$ cat src/rtl/prince_ti_round_ctrl_if.sv
// Control bundle between the PRINCE TI round sequencer and its neighbours.
// master = sequencer side; slave = top-level / datapath / randomness side.
interface prince_ti_round_ctrl_if;
    logic       start;
    logic       busy;
    logic       done;
    logic       rnd_valid;
    logic       rnd_ready;
    logic       load_en;
    logic       sbox_en;
    logic       state_en;
    logic       inv_sel;
    logic [1:0] lin_mode;
    logic [3:0] rc_idx;
    logic       zeroize;

    modport master (
        input  start, rnd_valid,
        output busy, done, rnd_ready, load_en, sbox_en, state_en,
               inv_sel, lin_mode, rc_idx, zeroize
    );

    modport slave (
        output start, rnd_valid,
        input  busy, done, rnd_ready, load_en, sbox_en, state_en,
               inv_sel, lin_mode, rc_idx, zeroize
    );
endinterface

$ cat src/rtl/prince_ti_round_ctrl.sv
// Round sequencer for the 4-share TI PRINCE core; option macro PRINCE_TI_ZEROIZE_EN adds a ZERO clear state.
// Latency: done 2*N_LAYERS+2 cycles after start is sampled, plus one cycle per randomness stall.
// Backpressure: each S-box layer waits in SBOX until rnd_valid; start is ignored while busy.
module prince_ti_round_ctrl #(
    parameter int N_LAYERS = 12
) (
    input  logic                    clk,
    input  logic                    rst,
    prince_ti_round_ctrl_if.master  bus
);
    localparam int         MID    = N_LAYERS / 2 - 1;
    localparam logic [3:0] MID_K  = 4'(MID);
    localparam logic [3:0] LAST_K = 4'(N_LAYERS - 1);

    typedef enum logic [2:0] {
        S_IDLE,
        S_LOAD,
        S_SBOX,
        S_LIN,
        S_DONE
`ifdef PRINCE_TI_ZEROIZE_EN
        , S_ZERO
`endif
    } state_t;

    state_t     state, state_nxt;
    logic [3:0] k, k_nxt;

    always_ff @(posedge clk) begin
        if (rst) begin
            state <= S_IDLE;
            k     <= 4'd0;
        end else begin
            state <= state_nxt;
            k     <= k_nxt;
        end
    end

    always_comb begin
        state_nxt    = state;
        k_nxt        = k;
        bus.busy     = 1'b1;
        bus.done     = 1'b0;
        bus.rnd_ready = 1'b0;
        bus.load_en  = 1'b0;
        bus.sbox_en  = 1'b0;
        bus.state_en = 1'b0;
        bus.inv_sel  = 1'b0;
        bus.lin_mode = 2'd0;
        bus.rc_idx   = 4'd0;
        bus.zeroize  = 1'b0;

        case (state)
            S_IDLE: begin
                bus.busy = 1'b0;
                if (bus.start) state_nxt = S_LOAD;
            end
            S_LOAD: begin
                bus.load_en = 1'b1;
                k_nxt       = 4'd0;
                state_nxt   = S_SBOX;
            end
            S_SBOX: begin
                // S-box register only advances on a completed randomness handshake
                bus.rnd_ready = 1'b1;
                bus.sbox_en   = bus.rnd_valid;
                bus.inv_sel   = (k > MID_K);
                if (bus.rnd_valid) state_nxt = S_LIN;
            end
            S_LIN: begin
                bus.state_en = 1'b1;
                bus.rc_idx   = k + 4'd1;
                bus.inv_sel  = (k > MID_K);
                if (k < MID_K)       bus.lin_mode = 2'd0;
                else if (k == MID_K) bus.lin_mode = 2'd1;
                else if (k < LAST_K) bus.lin_mode = 2'd2;
                else                 bus.lin_mode = 2'd3;
                if (k == LAST_K) begin
                    state_nxt = S_DONE;
                end else begin
                    k_nxt     = k + 4'd1;
                    state_nxt = S_SBOX;
                end
            end
            S_DONE: begin
                bus.done = 1'b1;
`ifdef PRINCE_TI_ZEROIZE_EN
                state_nxt = S_ZERO;
`else
                state_nxt = S_IDLE;
`endif
            end
`ifdef PRINCE_TI_ZEROIZE_EN
            S_ZERO: begin
                bus.zeroize = 1'b1;
                state_nxt   = S_IDLE;
            end
`endif
            default: begin
                state_nxt = S_IDLE;
            end
        endcase
    end
endmodule

$ cat src/flat_wrapper.sv
// flat-port wrapper written by rule: the top's interface ports become plain ports
module prince_ti_round_ctrl_flat 
#(
    parameter int N_LAYERS = 12
)
  (clk, rst, bus_start, bus_rnd_valid, bus_busy, bus_done, bus_rnd_ready, bus_load_en, bus_sbox_en, bus_state_en, bus_inv_sel, bus_lin_mode, bus_rc_idx, bus_zeroize);
  prince_ti_round_ctrl_if bus_i ();
  input  logic clk;
  input  logic rst;
  input wire logic [$bits(bus_i.start)-1:0] bus_start;
  input wire logic [$bits(bus_i.rnd_valid)-1:0] bus_rnd_valid;
  output wire logic [$bits(bus_i.busy)-1:0] bus_busy;
  output wire logic [$bits(bus_i.done)-1:0] bus_done;
  output wire logic [$bits(bus_i.rnd_ready)-1:0] bus_rnd_ready;
  output wire logic [$bits(bus_i.load_en)-1:0] bus_load_en;
  output wire logic [$bits(bus_i.sbox_en)-1:0] bus_sbox_en;
  output wire logic [$bits(bus_i.state_en)-1:0] bus_state_en;
  output wire logic [$bits(bus_i.inv_sel)-1:0] bus_inv_sel;
  output wire logic [$bits(bus_i.lin_mode)-1:0] bus_lin_mode;
  output wire logic [$bits(bus_i.rc_idx)-1:0] bus_rc_idx;
  output wire logic [$bits(bus_i.zeroize)-1:0] bus_zeroize;
  assign bus_i.start = bus_start;
  assign bus_i.rnd_valid = bus_rnd_valid;
  assign bus_busy = bus_i.busy;
  assign bus_done = bus_i.done;
  assign bus_rnd_ready = bus_i.rnd_ready;
  assign bus_load_en = bus_i.load_en;
  assign bus_sbox_en = bus_i.sbox_en;
  assign bus_state_en = bus_i.state_en;
  assign bus_inv_sel = bus_i.inv_sel;
  assign bus_lin_mode = bus_i.lin_mode;
  assign bus_rc_idx = bus_i.rc_idx;
  assign bus_zeroize = bus_i.zeroize;
  prince_ti_round_ctrl #(.N_LAYERS(N_LAYERS)) u_core (.clk(clk), .rst(rst), .bus(bus_i));
endmodule
$ cat config.mk
export PLATFORM = sky130hd
export DESIGN_NAME = prince_ti_round_ctrl_flat
export DESIGN_NICKNAME = d
export VERILOG_FILES = /design/src/rtl/prince_ti_round_ctrl_if.sv /design/src/rtl/prince_ti_round_ctrl.sv /design/src/flat_wrapper.sv
export SDC_FILE = /design/constraint.sdc
export NUM_CORES = 1
export LEC_CHECK = 0
export ABC_AREA = 1
export BUFFER_PORTS_ARGS = -buffer_cell sky130_fd_sc_hd__clkbuf_2
export CAP_MARGIN = 20
export CELL_PAD_IN_SITES_DETAIL_PLACEMENT = 1
export CELL_PAD_IN_SITES_GLOBAL_PLACEMENT = 2
export CORE_AREA = 4 4 52 54
export CTS_CLUSTER_DIAMETER = 40
export DETAILED_ROUTE_END_ITERATION = 7
export DIE_AREA = 0 0 56 58
export PLACE_DENSITY_LB_ADDON = 0.05
export REMOVE_ABC_BUFFERS = 1
export SKIP_LAST_GASP = 1
export SLEW_MARGIN = 30
export SYNTH_ARGS = -nofsm -noshare
export SYNTH_HDL_FRONTEND = slang
export SYNTH_SLANG_ARGS = --single-unit
$ cat constraint.sdc
create_clock -name clk -period 1.7 [get_ports clk]
set_input_delay 0.425 -clock clk [delete_from_list [all_inputs] [get_ports clk]]
set_output_delay 0.425 -clock clk [all_outputs]
set_load 0.005 [all_outputs]
==> results.md, run 1 <==
| Quantity | This run | Unit |
|---|---|---|
| Die Area | 0.00325 | mm² |
| Power density over the cells | 578 | mW/mm² |
| Final hold violations | 0 | - |
| Area of the core region | 0.00221 | mm² |
| Total GRT Usage | 10.5 | % |
| Worst hold endpoint | u_core.k[0] | - |
| Worst EP required | 1270 | ps |
| Endpoints failing setup | 0 | - |
| DRC violation total after the first TritonRoute iteration | 2 | - |
| Peak Freq | 601 | MHz |
| Final wirelength | 1.51 | mm |
| Power share of the sequential group | 41.7 | % |
| Cell with the largest stage delay on the worst path | sky130_fd_sc_hd__dfxtp_4 | - |
| Later-pin clock latency in the skew report | 250 | ps |
| Startpoint class of the critical path | flop | - |
| Internal power of the cells | 0.000311 | W |
| Initial antenna violation count | 0 | - |
| Final Util | 35.3 | % |
| Syn Std Cell Area | 483 | µm² |
| Unrepaired setup endpoints after global routing | true | - |
| Net switching power figure | 0.000140 | W |
| Post-synthesis register bit count | 7 | - |
| Initial core utilization | 21.8 | % |
| Wire length of the first global-routing pass | 2.62 | mm |
| Critical-path maximum fanout | 5 | - |
| Register-to-Register Path Depth | 7 | - |
| Global route total overflow | 0 | - |
| Clock buffer depth | 2 | - |
| Path type of the worst setup path | reg -> out | - |
| Unique cell type count in the Yosys netlist | 16 | - |
| Clock-pin slew of the registers on the worst-case setup and hold paths | 50 | ps |
| Ratio of final minimum period to clock period | 98.0 | % |
| Syn_area_per_cell | 6.19 | µm² |
| Final critical-path required period | 1670 | ps |
| Type of the most critical hold path | in -> reg | - |
| Area leader, netlist | sky130_fd_sc_hd__dfxtp_1 | - |
| HPWL after DPL | 1.15 | mm |
| Relative contribution of combinational cells to total power | 24.2 | % |
| Fraction of layout cells with a size suffix above 1 | 50.5 | % |
| Area Growth Syn to Fin | 61.7 | % |
| Input/output buffers | 16 | - |
| Post-route clock skew | 0.747 | ps |
| Worst-case vdd ir drop | 0.325 | mV |
| Via-to-Cell Ratio | 4.24 | - |
| Die extent in y | 58 | µm |
| DRC violations left | 0 | - |
| Kind of end point of the critical path | output port | - |
| Number of warnings reported in the yosys synthesis log | 0 | - |
| Largest net degree at the start of global routing | 7 | - |
| Hold Buf Count CTS | 0 | - |
| Antenna violation net count after detailed routing | 0 | - |
| Horizontal extent of the die | 56 | µm |
| Inserted Clock Buffers | 3 | - |
| I/O pin count | 18 | - |
| R2R Setup Slk | 520 | ps |
| Weighted congestion reported at the end of routability-driven placement | 0.736 | - |
| Reported max-cap violation count | 0 | - |
| Top area cells in the synthesized netlist | sky130_fd_sc_hd__dfxtp_1 (29%), sky130_fd_sc_hd__inv_1 (14%), sky130_fd_sc_hd__nand2_1 (14%) | - |
| Share of the synthesized area in the top cell type | 29.0 | % |
| Worst stage delay on the critical path | 360 | ps |
| Number of cells on the worst hold path | 2 | - |
| Vias | 564 | - |
| Cell at the root of the clock tree | sky130_fd_sc_hd__clkbuf_4 | - |
| Count of clock tree sinks | 7 | - |
| Via count of the first global-routing pass | 604 | - |
| Outcome | complete, no violations | - |
| Total negative setup slack | 0 | ps |
| Worst reg2reg endpoint | u_core.k[3] | - |
| Row cnt | 17 | - |
| Final #Nets | 113 | - |
| Post-Layout Cell Count | 133 | - |
| Arrival @ worst endpoint | 1240 | ps |
| Htree depth | 1 | - |
| Cell breakdown of the critical path | buf_4 > ha_4 > inv_2 > a21oi_2 > a21oi_1 > buf_2 | - |
| Max-slew violation total from the final report | 0 | - |
| CTS tree | done | - |
| Portion of total power attributed to the clock network | 34.0 | % |
| Most common cell after layout, fill and taps aside | sky130_fd_sc_hd__nand2_1 | - |
| Switching power share of the total | 31.1 | % |
| Worst hold start | rst | - |
| Number of diodes added for antenna fixing | 0 | - |
| Most used cells in the layout excluding fill and tap cells | sky130_fd_sc_hd__nand2_1 (14), sky130_fd_sc_hd__inv_1 (13), sky130_fd_sc_hd__clkbuf_2 (13) | - |
| Cells after synthesis | 78 | - |
| Total iterations of the first detailed-routing run | 3 | - |
| Static Leakage | 0.383 | nW |
| Routed length per placed instance | 11.3 | µm |
| Beginning of the worst register-to-register path | u_core.k[0] | - |
| Share of synthesized area occupied by flip-flops and latches | 29.0 | % |
| Total placed cells including tap cells | 124 | - |
-- cell families (layout without fill, tap and decap cells) --
kind of cell,count (synthesis),count (layout),synth area share (%)
compound gates,9,9,9.58
fa+ha+maj,3,3,7.77
buf+inv,19,46,15.5
flops,7,7,29.0
other cells,1,1,0.776
simple gates,39,39,37.3
-- metal layers --
layer  vias to the layer above  global-route usage (%)  routed length (µm)
li1                        291                       -                   -
met1                       255                    11.8                 652
met2                        14                    17.7                 744
met3                         4                    4.23                  86
met4                         0                    4.07                  23
met5                         -                       0                   0
-- critical path, delay by kind of cell (launching register included) --
kind | cells | cell delay, ps
compound gates | 2 | 160
fa+ha+maj | 1 | 160
buf+inv | 3 | 310
flops | 1 | 360
-- power groups by stage --
stage          sequential (W)  clock (W)  combinational [W]
2_1_floorplan        0.000185          0          0.0000533
3_5_place_dp         0.000189          0          0.0000893
6_report             0.000188   0.000154           0.000109
4_1_cts              0.000186   0.000165          0.0000964
5_1_grt              0.000190   0.000177           0.000128
3_3_place_gp         0.000189          0          0.0000893
-- cell usage after synthesis --
cell,count
sky130_fd_sc_hd__nor3_2,1
sky130_fd_sc_hd__a21oi_1,7
sky130_fd_sc_hd__ha_1,3
sky130_fd_sc_hd__nand3_1,5
sky130_fd_sc_hd__nand2_1,18
sky130_fd_sc_hd__dfxtp_1,7
sky130_fd_sc_hd__conb_1,1
sky130_fd_sc_hd__nand2_2,1
sky130_fd_sc_hd__buf_4,1
sky130_fd_sc_hd__nor2_4,1
sky130_fd_sc_hd__nand3_2,1
sky130_fd_sc_hd__o21ai_0,1
sky130_fd_sc_hd__inv_1,18
sky130_fd_sc_hd__o22ai_1,1
sky130_fd_sc_hd__nand4_1,2
sky130_fd_sc_hd__nor2_1,10
-- per-stage QoR --
stage / setup slack [ps] / cell area [µm²] / hold WS [ps] / total power [W]
2_1_floorplan: 275 / 475 / 475 / 0.000239
3_3_place_gp: 142 / 613 / 503 / 0.000278
3_5_place_dp: 113 / 613 / 517 / 0.000278
4_1_cts: -26.8 / 681 / 421 / 0.000447
5_1_grt: -67.3 / 781 / 436 / 0.000495
6_report: 34.8 / 781 / 425 / 0.000452
-- registers in the layout (all words and copies together) (netlist names) --
register,flops
u_core.state,3
u_core.k,4
-- timing repair --
action	CTS	global route
gates resized for setup	11	27
pin swaps	3	7
setup endpoints to repair	7	8
buffers inserted	3	3
-- worst max-delay path by stage --
stage | startpoint | slack [ps] | endpoint
after floorplan | u_core.k[0] | 270 | bus_inv_sel
after global placement | u_core.k[0] | 140 | bus_inv_sel
after detailed placement | u_core.k[0] | 110 | bus_inv_sel
after CTS | u_core.k[0] | -30 | bus_rc_idx[2]
after global routing | u_core.k[0] | -70 | bus_lin_mode[1]
final | u_core.k[0] | 30 | bus_inv_sel
-- area by class of cell --
cell class	count	area, µm²
Timing Repair Buffer	24	150
Inverter	18	72.6
Clock buffer	4	26.3
Sequential cell	7	156
Multi-Input combinational cell	52	340
Tap cell	28	35.0
Fill cell	292	1430
(Power assumes the default switching activity.)
==> inputs of run 2 (changes only) <==
- BUFFER_PORTS_ARGS: -buffer_cell sky130_fd_sc_hd__clkbuf_2 -> unset
- CORE_AREA: 4 4 52 54 -> 4 4 47 49
- DIE_AREA: 0 0 56 58 -> 0 0 51 53
- DONT_BUFFER_PORTS: unset -> 1
==> run 2 against run 1 <==
  * Non-clock buffer count down 19
  * Flip-flop and latch count unchanged
  * Critical path type unchanged
  * Combinational power down 29%
  * Highest routed layer unchanged
  * Largest power group unchanged
  * Hold slack worse by 190 ps
  * Register-to-register slack about the same
  * Critical path depth down 1
  * Die area down 17%
==> results.md, run 2 (same netlist as run 1, synthesis figures left out) <==
| Quantity | This run | Unit |
|---|---|---|
| Arrival @ worst endpoint | 1190 | ps |
| Via count of the first global-routing pass | 545 | - |
| Worst EP required | 1270 | ps |
| Routed length per placed instance | 11.9 | µm |
| Area Growth Syn to Fin | 26.9 | % |
| Most common cell after layout, fill and taps aside | sky130_fd_sc_hd__nand2_1 | - |
| M3 GR Usage | 5.35 | % |
| Cell at the root of the clock tree | sky130_fd_sc_hd__clkbuf_4 | - |
| Antenna violation net count after detailed routing | 0 | - |
| Unrepaired setup endpoints after global routing | true | - |
| Htree depth | 1 | - |
| Startpoint of the worst setup timing path | u_core.k[0] | - |
| Biggest registers after layout | u_core.k (4), u_core.state (3) | - |
| Row cnt | 16 | - |
| R2R Setup Slk | 510 | ps |
| Kind of end point of the critical path | output port | - |
| Total negative setup slack | 0 | ps |
| Number of diodes added for antenna fixing | 0 | - |
| Final critical-path required period | 1620 | ps |
| Most used cells in the layout excluding fill and tap cells | sky130_fd_sc_hd__nand2_1 (18), sky130_fd_sc_hd__inv_1 (16), sky130_fd_sc_hd__nor2_1 (8) | - |
| Via-to-Cell Ratio | 4.34 | - |
| Max-slew violation total from the final report | 0 | - |
| Static Leakage | 0.272 | nW |
| Inserted Clock Buffers | 3 | - |
| Beginning of the worst register-to-register path | u_core.state[1] | - |
| Ratio of final minimum period to clock period | 95.2 | % |
| Input/output buffers | 0 | - |
| HPWL after DPL | 1.08 | mm |
| DRC violations left | 0 | - |
| I/O pin count | 18 | - |
| Later-pin clock latency in the skew report | 250 | ps |
| Reported max-cap violation count | 0 | - |
| Critical-path maximum fanout | 6 | - |
| Worst reg2reg endpoint | u_core.k[1] | - |
| Crit path to | bus_lin_mode[1] | - |
| Wire length of the first global-routing pass | 2.46 | mm |
| Global route total overflow | 0 | - |
| Initial core utilization | 25.9 | % |
| Most flops, register | u_core.k | - |
| Hold Buf Count CTS | 0 | - |
| Met1 track demand over resource | 14.2 | % |
| Most Used Layer, Global Route | met2 | - |
| Endpoints failing setup | 0 | - |
| Largest net degree at the start of global routing | 7 | - |
| Clock buffer depth | 2 | - |
| Peak Freq | 618 | MHz |
| Area of the core region | 0.00186 | mm² |
| Count of clock tree sinks | 7 | - |
| Final hold violations | 0 | - |
| Post-route total power | 0.000411 | W |
| Total GRT Usage | 12.6 | % |
| Worst-case vdd ir drop | 0.466 | mV |
| Die Area | 0.00270 | mm² |
| Fraction of layout cells with a size suffix above 1 | 27.9 | % |
| Total iterations of the first detailed-routing run | 1 | - |
| Horizontal extent of the die | 51 | µm |
| Startpoint class of the critical path | flop | - |
| Weighted congestion reported at the end of routability-driven placement | 0.694 | - |
| Flip-flop count of the largest register after layout | 4 | - |
| Register-to-Register Path Depth | 6 | - |
| Vias | 490 | - |
| Post-route clock skew | 2.59 | ps |
| DRC violation total after the first TritonRoute iteration | 0 | - |
| Initial antenna violation count | 0 | - |
| Final #Nets | 94 | - |
| Outcome | complete, no violations | - |
| Power density over the cells | 670 | mW/mm² |
| Met2 routing resource usage after global routing | 21.5 | % |
| Final wirelength | 1.34 | mm |
| Die extent in y | 53 | µm |
| Type of the most critical hold path | in -> reg | - |
| Clock-pin slew of the registers on the worst-case setup and hold paths | 50 | ps |
| CTS tree | done | - |
| Path type of the worst setup path | reg -> out | - |
run 2: area by class of cell:
| type | instances | area (µm²) |
|---|---|---|
| fill | 235 | 1250 |
| multi-input combinational | 52 | 297 |
| sequential | 7 | 148 |
| inverter | 18 | 67.6 |
| timing repair buffer | 5 | 41.3 |
| tap | 27 | 33.8 |
| clock buffer | 4 | 26.3 |
run 2: repair_timing:
action	in CTS	in global routing
pin swaps	1	6
gates resized for setup	3	13
setup buffers	1	2
endpoints found under the setup margin	5	6
run 2: routing by layer:
| metal | vias to the layer above | routed length, µm |
|---|---|---|
| met5 | - | 0 |
| met2 | 11 | 658 |
| met3 | 2 | 50 |
| li1 | 251 | - |
| met1 | 226 | 621 |
| met4 | 0 | 10 |
run 2: critical path: stages (launching register included):
cell and delay (ps):
sky130_fd_sc_hd__dfxtp_4 380, sky130_fd_sc_hd__inv_2 40, sky130_fd_sc_hd__ha_2 190, sky130_fd_sc_hd__nor2_4 120
sky130_fd_sc_hd__a21oi_2 80, sky130_fd_sc_hd__nor2_1 140
run 2: metrics by stage:
stage               area, µm²  setup slack (ps)  hold slack [ps]  util (%)  cells
global route              613             -34.6              212      32.9    113
floorplan                 475               275              475         -     77
detailed placement        524               130              497      28.2    106
CTS                       563              1.08              222      30.2    111
finish                    613              81.6              230      32.9    113
global placement          524               187              495      28.2    106
run 2: worst min path at each step:
stage,cells after the start,slack [ps],startpoint,end
after floorplan,2,480,u_core.k[1],u_core.k[1]
after global placement,2,500,u_core.k[1],u_core.k[1]
after detailed placement,1,500,rst,u_core.state[1]
after CTS,1,220,rst,u_core.k[1]
after global routing,1,210,rst,u_core.k[1]
final,1,230,rst,u_core.k[1]
run 2: power breakdown:
group          leakage, nW  internal (W)  switching, W
registers           0.0587      0.000172     0.0000122
clock network       0.0150     0.0000895     0.0000604
logic                0.198     0.0000274     0.0000498
==> inputs of run 3 (changes only) <==
- CORE_AREA: 4 4 47 49 -> 4 4 45 47
- CTS_BUF_LIST: unset -> sky130_fd_sc_hd__clkbuf_2
- DIE_AREA: 0 0 51 53 -> 0 0 49 51
- HOLD_SLACK_MARGIN: unset -> 0.02
==> run 3 against run 2 <==
  * Die area down 7.5%
  * Clock power down 18%
  * Cell count down 9.7%
  * Clock-buffer cell count unchanged
  * Via count up 0.20%
  * Critical path type unchanged
  * Largest cell class unchanged
  * Largest power group unchanged
==> results.md, run 3 (same netlist as run 1, synthesis figures left out) <==
| Quantity | This run | Unit |
|---|---|---|
| Outcome | complete, no violations | - |
| Worst reg2reg endpoint | u_core.k[0] | - |
| Global route total overflow | 0 | - |
| Worst hold start | rst | - |
| Die Area | 0.00250 | mm² |
| Horizontal extent of the die | 49 | µm |
| Wire length of the first global-routing pass | 2.12 | mm |
| Total GRT Usage | 11.1 | % |
| Via count of the first global-routing pass | 477 | - |
| Path type of the worst setup path | reg -> out | - |
| Row cnt | 15 | - |
| Number of diodes added for antenna fixing | 0 | - |
| Worst slack, placed | 230 | ps |
| I/O pin count | 18 | - |
| Critical-path maximum fanout | 5 | - |
| Fin worst setup slack | 78.7 | ps |
| Endpoints failing setup | 0 | - |
| Weighted congestion reported at the end of routability-driven placement | 0.743 | - |
| Initial antenna violation count | 0 | - |
| Via-to-Cell Ratio | 4.81 | - |
| Power density over the cells | 676 | mW/mm² |
| Final #Nets | 93 | - |
| Die extent in y | 51 | µm |
| Reported max-cap violation count | 0 | - |
| Max-slew violation total from the final report | 0 | - |
| Routed length per placed instance | 12.4 | µm |
| Type of the most critical hold path | in -> reg | - |
| Unrepaired setup endpoints after global routing | true | - |
| CTS tree | done | - |
| Startpoint class of the critical path | flop | - |
| Flip-flop count of the largest register after layout | 4 | - |
| Htree depth | 1 | - |
| Worst-case vdd ir drop | 0.378 | mV |
| Most flops, register | u_core.k | - |
| HPWL after DPL | 1.03 | mm |
| Area Growth Syn to Fin | 18.4 | % |
| DRC violation total after the first TritonRoute iteration | 0 | - |
| Worst hold endpoint | u_core.state[1] | - |
| Fraction of layout cells with a size suffix above 1 | 25.9 | % |
| Antenna violation net count after detailed routing | 0 | - |
| Number of cells on the worst hold path | 1 | - |
| Later-pin clock latency in the skew report | 230 | ps |
| Beginning of the worst register-to-register path | u_core.state[1] | - |
| Inserted Clock Buffers | 3 | - |
| Post-route clock skew | 4.82 | ps |
| Ratio of final minimum period to clock period | 95.4 | % |
| Cell at the root of the clock tree | sky130_fd_sc_hd__clkbuf_2 | - |
| Register-to-Register Path Depth | 6 | - |
| Post-Layout Cell Count | 102 | - |
| Total negative setup slack | 0 | ps |
| Peak Freq | 617 | MHz |
| Static Leakage | 0.274 | nW |
| Clock buffer depth | 2 | - |
| Worst hold margin | 241 | ps |
| Arrival @ worst endpoint | 1200 | ps |
| Initial core utilization | 29.2 | % |
| Startpoint of the worst setup timing path | u_core.k[0] | - |
| Worst EP required | 1270 | ps |
| Hold Buf Count CTS | 0 | - |
| Input/output buffers | 0 | - |
| Area of the core region | 0.00165 | mm² |
| Final wirelength | 1.26 | mm |
| Biggest registers after layout | u_core.k (4), u_core.state (3) | - |
| Vias | 491 | - |
| Largest net degree at the start of global routing | 7 | - |
| Count of clock tree sinks | 7 | - |
| Clock-pin slew of the registers on the worst-case setup and hold paths | 70 | ps |
| DRC violations left | 0 | - |
| Total placed cells including tap cells | 96 | - |
| Final critical-path required period | 1620 | ps |
| Kind of end point of the critical path | output port | - |
| R2R Setup Slk | 550 | ps |
| Most used cells in the layout excluding fill and tap cells | sky130_fd_sc_hd__inv_1 (17), sky130_fd_sc_hd__nand2_1 (17), sky130_fd_sc_hd__nor2_1 (9) | - |
| Total iterations of the first detailed-routing run | 1 | - |
| Final hold violations | 0 | - |
| Post-route total power | 0.000387 | W |
## run 3: changes by cell type in the layout (fill, tap and decap cells not counted), sizes merged
| cell | change |
|---|---|
| buf | -1 |
## run 3: worst max-delay path, stage by stage, from the launching register on
cell and delay, ps:
sky130_fd_sc_hd__dfxtp_2 330, sky130_fd_sc_hd__buf_4 150, sky130_fd_sc_hd__ha_1 200, sky130_fd_sc_hd__inv_1 70, sky130_fd_sc_hd__a21oi_2 60, sky130_fd_sc_hd__a21oi_1 160
## run 3: worst max-delay path by stage
stage                  end  slack, ps  depth (start not counted)
2_1_floorplan  bus_inv_sel        270                          5
3_3_place_gp   bus_inv_sel        270                          5
3_5_place_dp   bus_inv_sel        230                          5
4_1_cts        bus_inv_sel         10                          4
5_1_grt        bus_inv_sel        -20                          5
6_report       bus_inv_sel         80                          5
## run 3: cell type report
type,instances,area (µm²)
clock buffer,4,20.0
fill,236,1080
inverter,18,67.6
multi-input combinational,52,280
sequential,7,149
tap,17,21.3
timing repair buffer,4,33.8
## run 3: stage by stage
step / util (%) / area, µm²
2_1_floorplan: - / 475
6_report: 34.6 / 572
4_1_cts: 32.3 / 534
5_1_grt: 34.6 / 572
3_5_place_dp: 31.0 / 512
3_3_place_gp: 31.0 / 512
## run 3: layer usage
metal	global-route usage (%)	vias up	part of all wire [%]
met5	0	-	0
met4	2.69	0	0
met3	6.41	0	7.4
met2	18.3	14	48
met1	12.3	225	45
li1	-	252	-
## run 3: where the power goes
group	leakage, nW	switching, W	internal (W)	total [W]
clock network	0.0166	0.0000607	0.0000626	0.000123
registers	0.0595	0.0000118	0.000173	0.000185
logic	0.198	0.0000497	0.0000286	0.0000783
## run 3: repair_timing
item | 4_1_cts | 5_1_grt
endpoints found under the setup margin | 3 | 6
gates resized for setup | 2 | 11
pin swaps | 0 | 3
setup buffers | 0 | 2
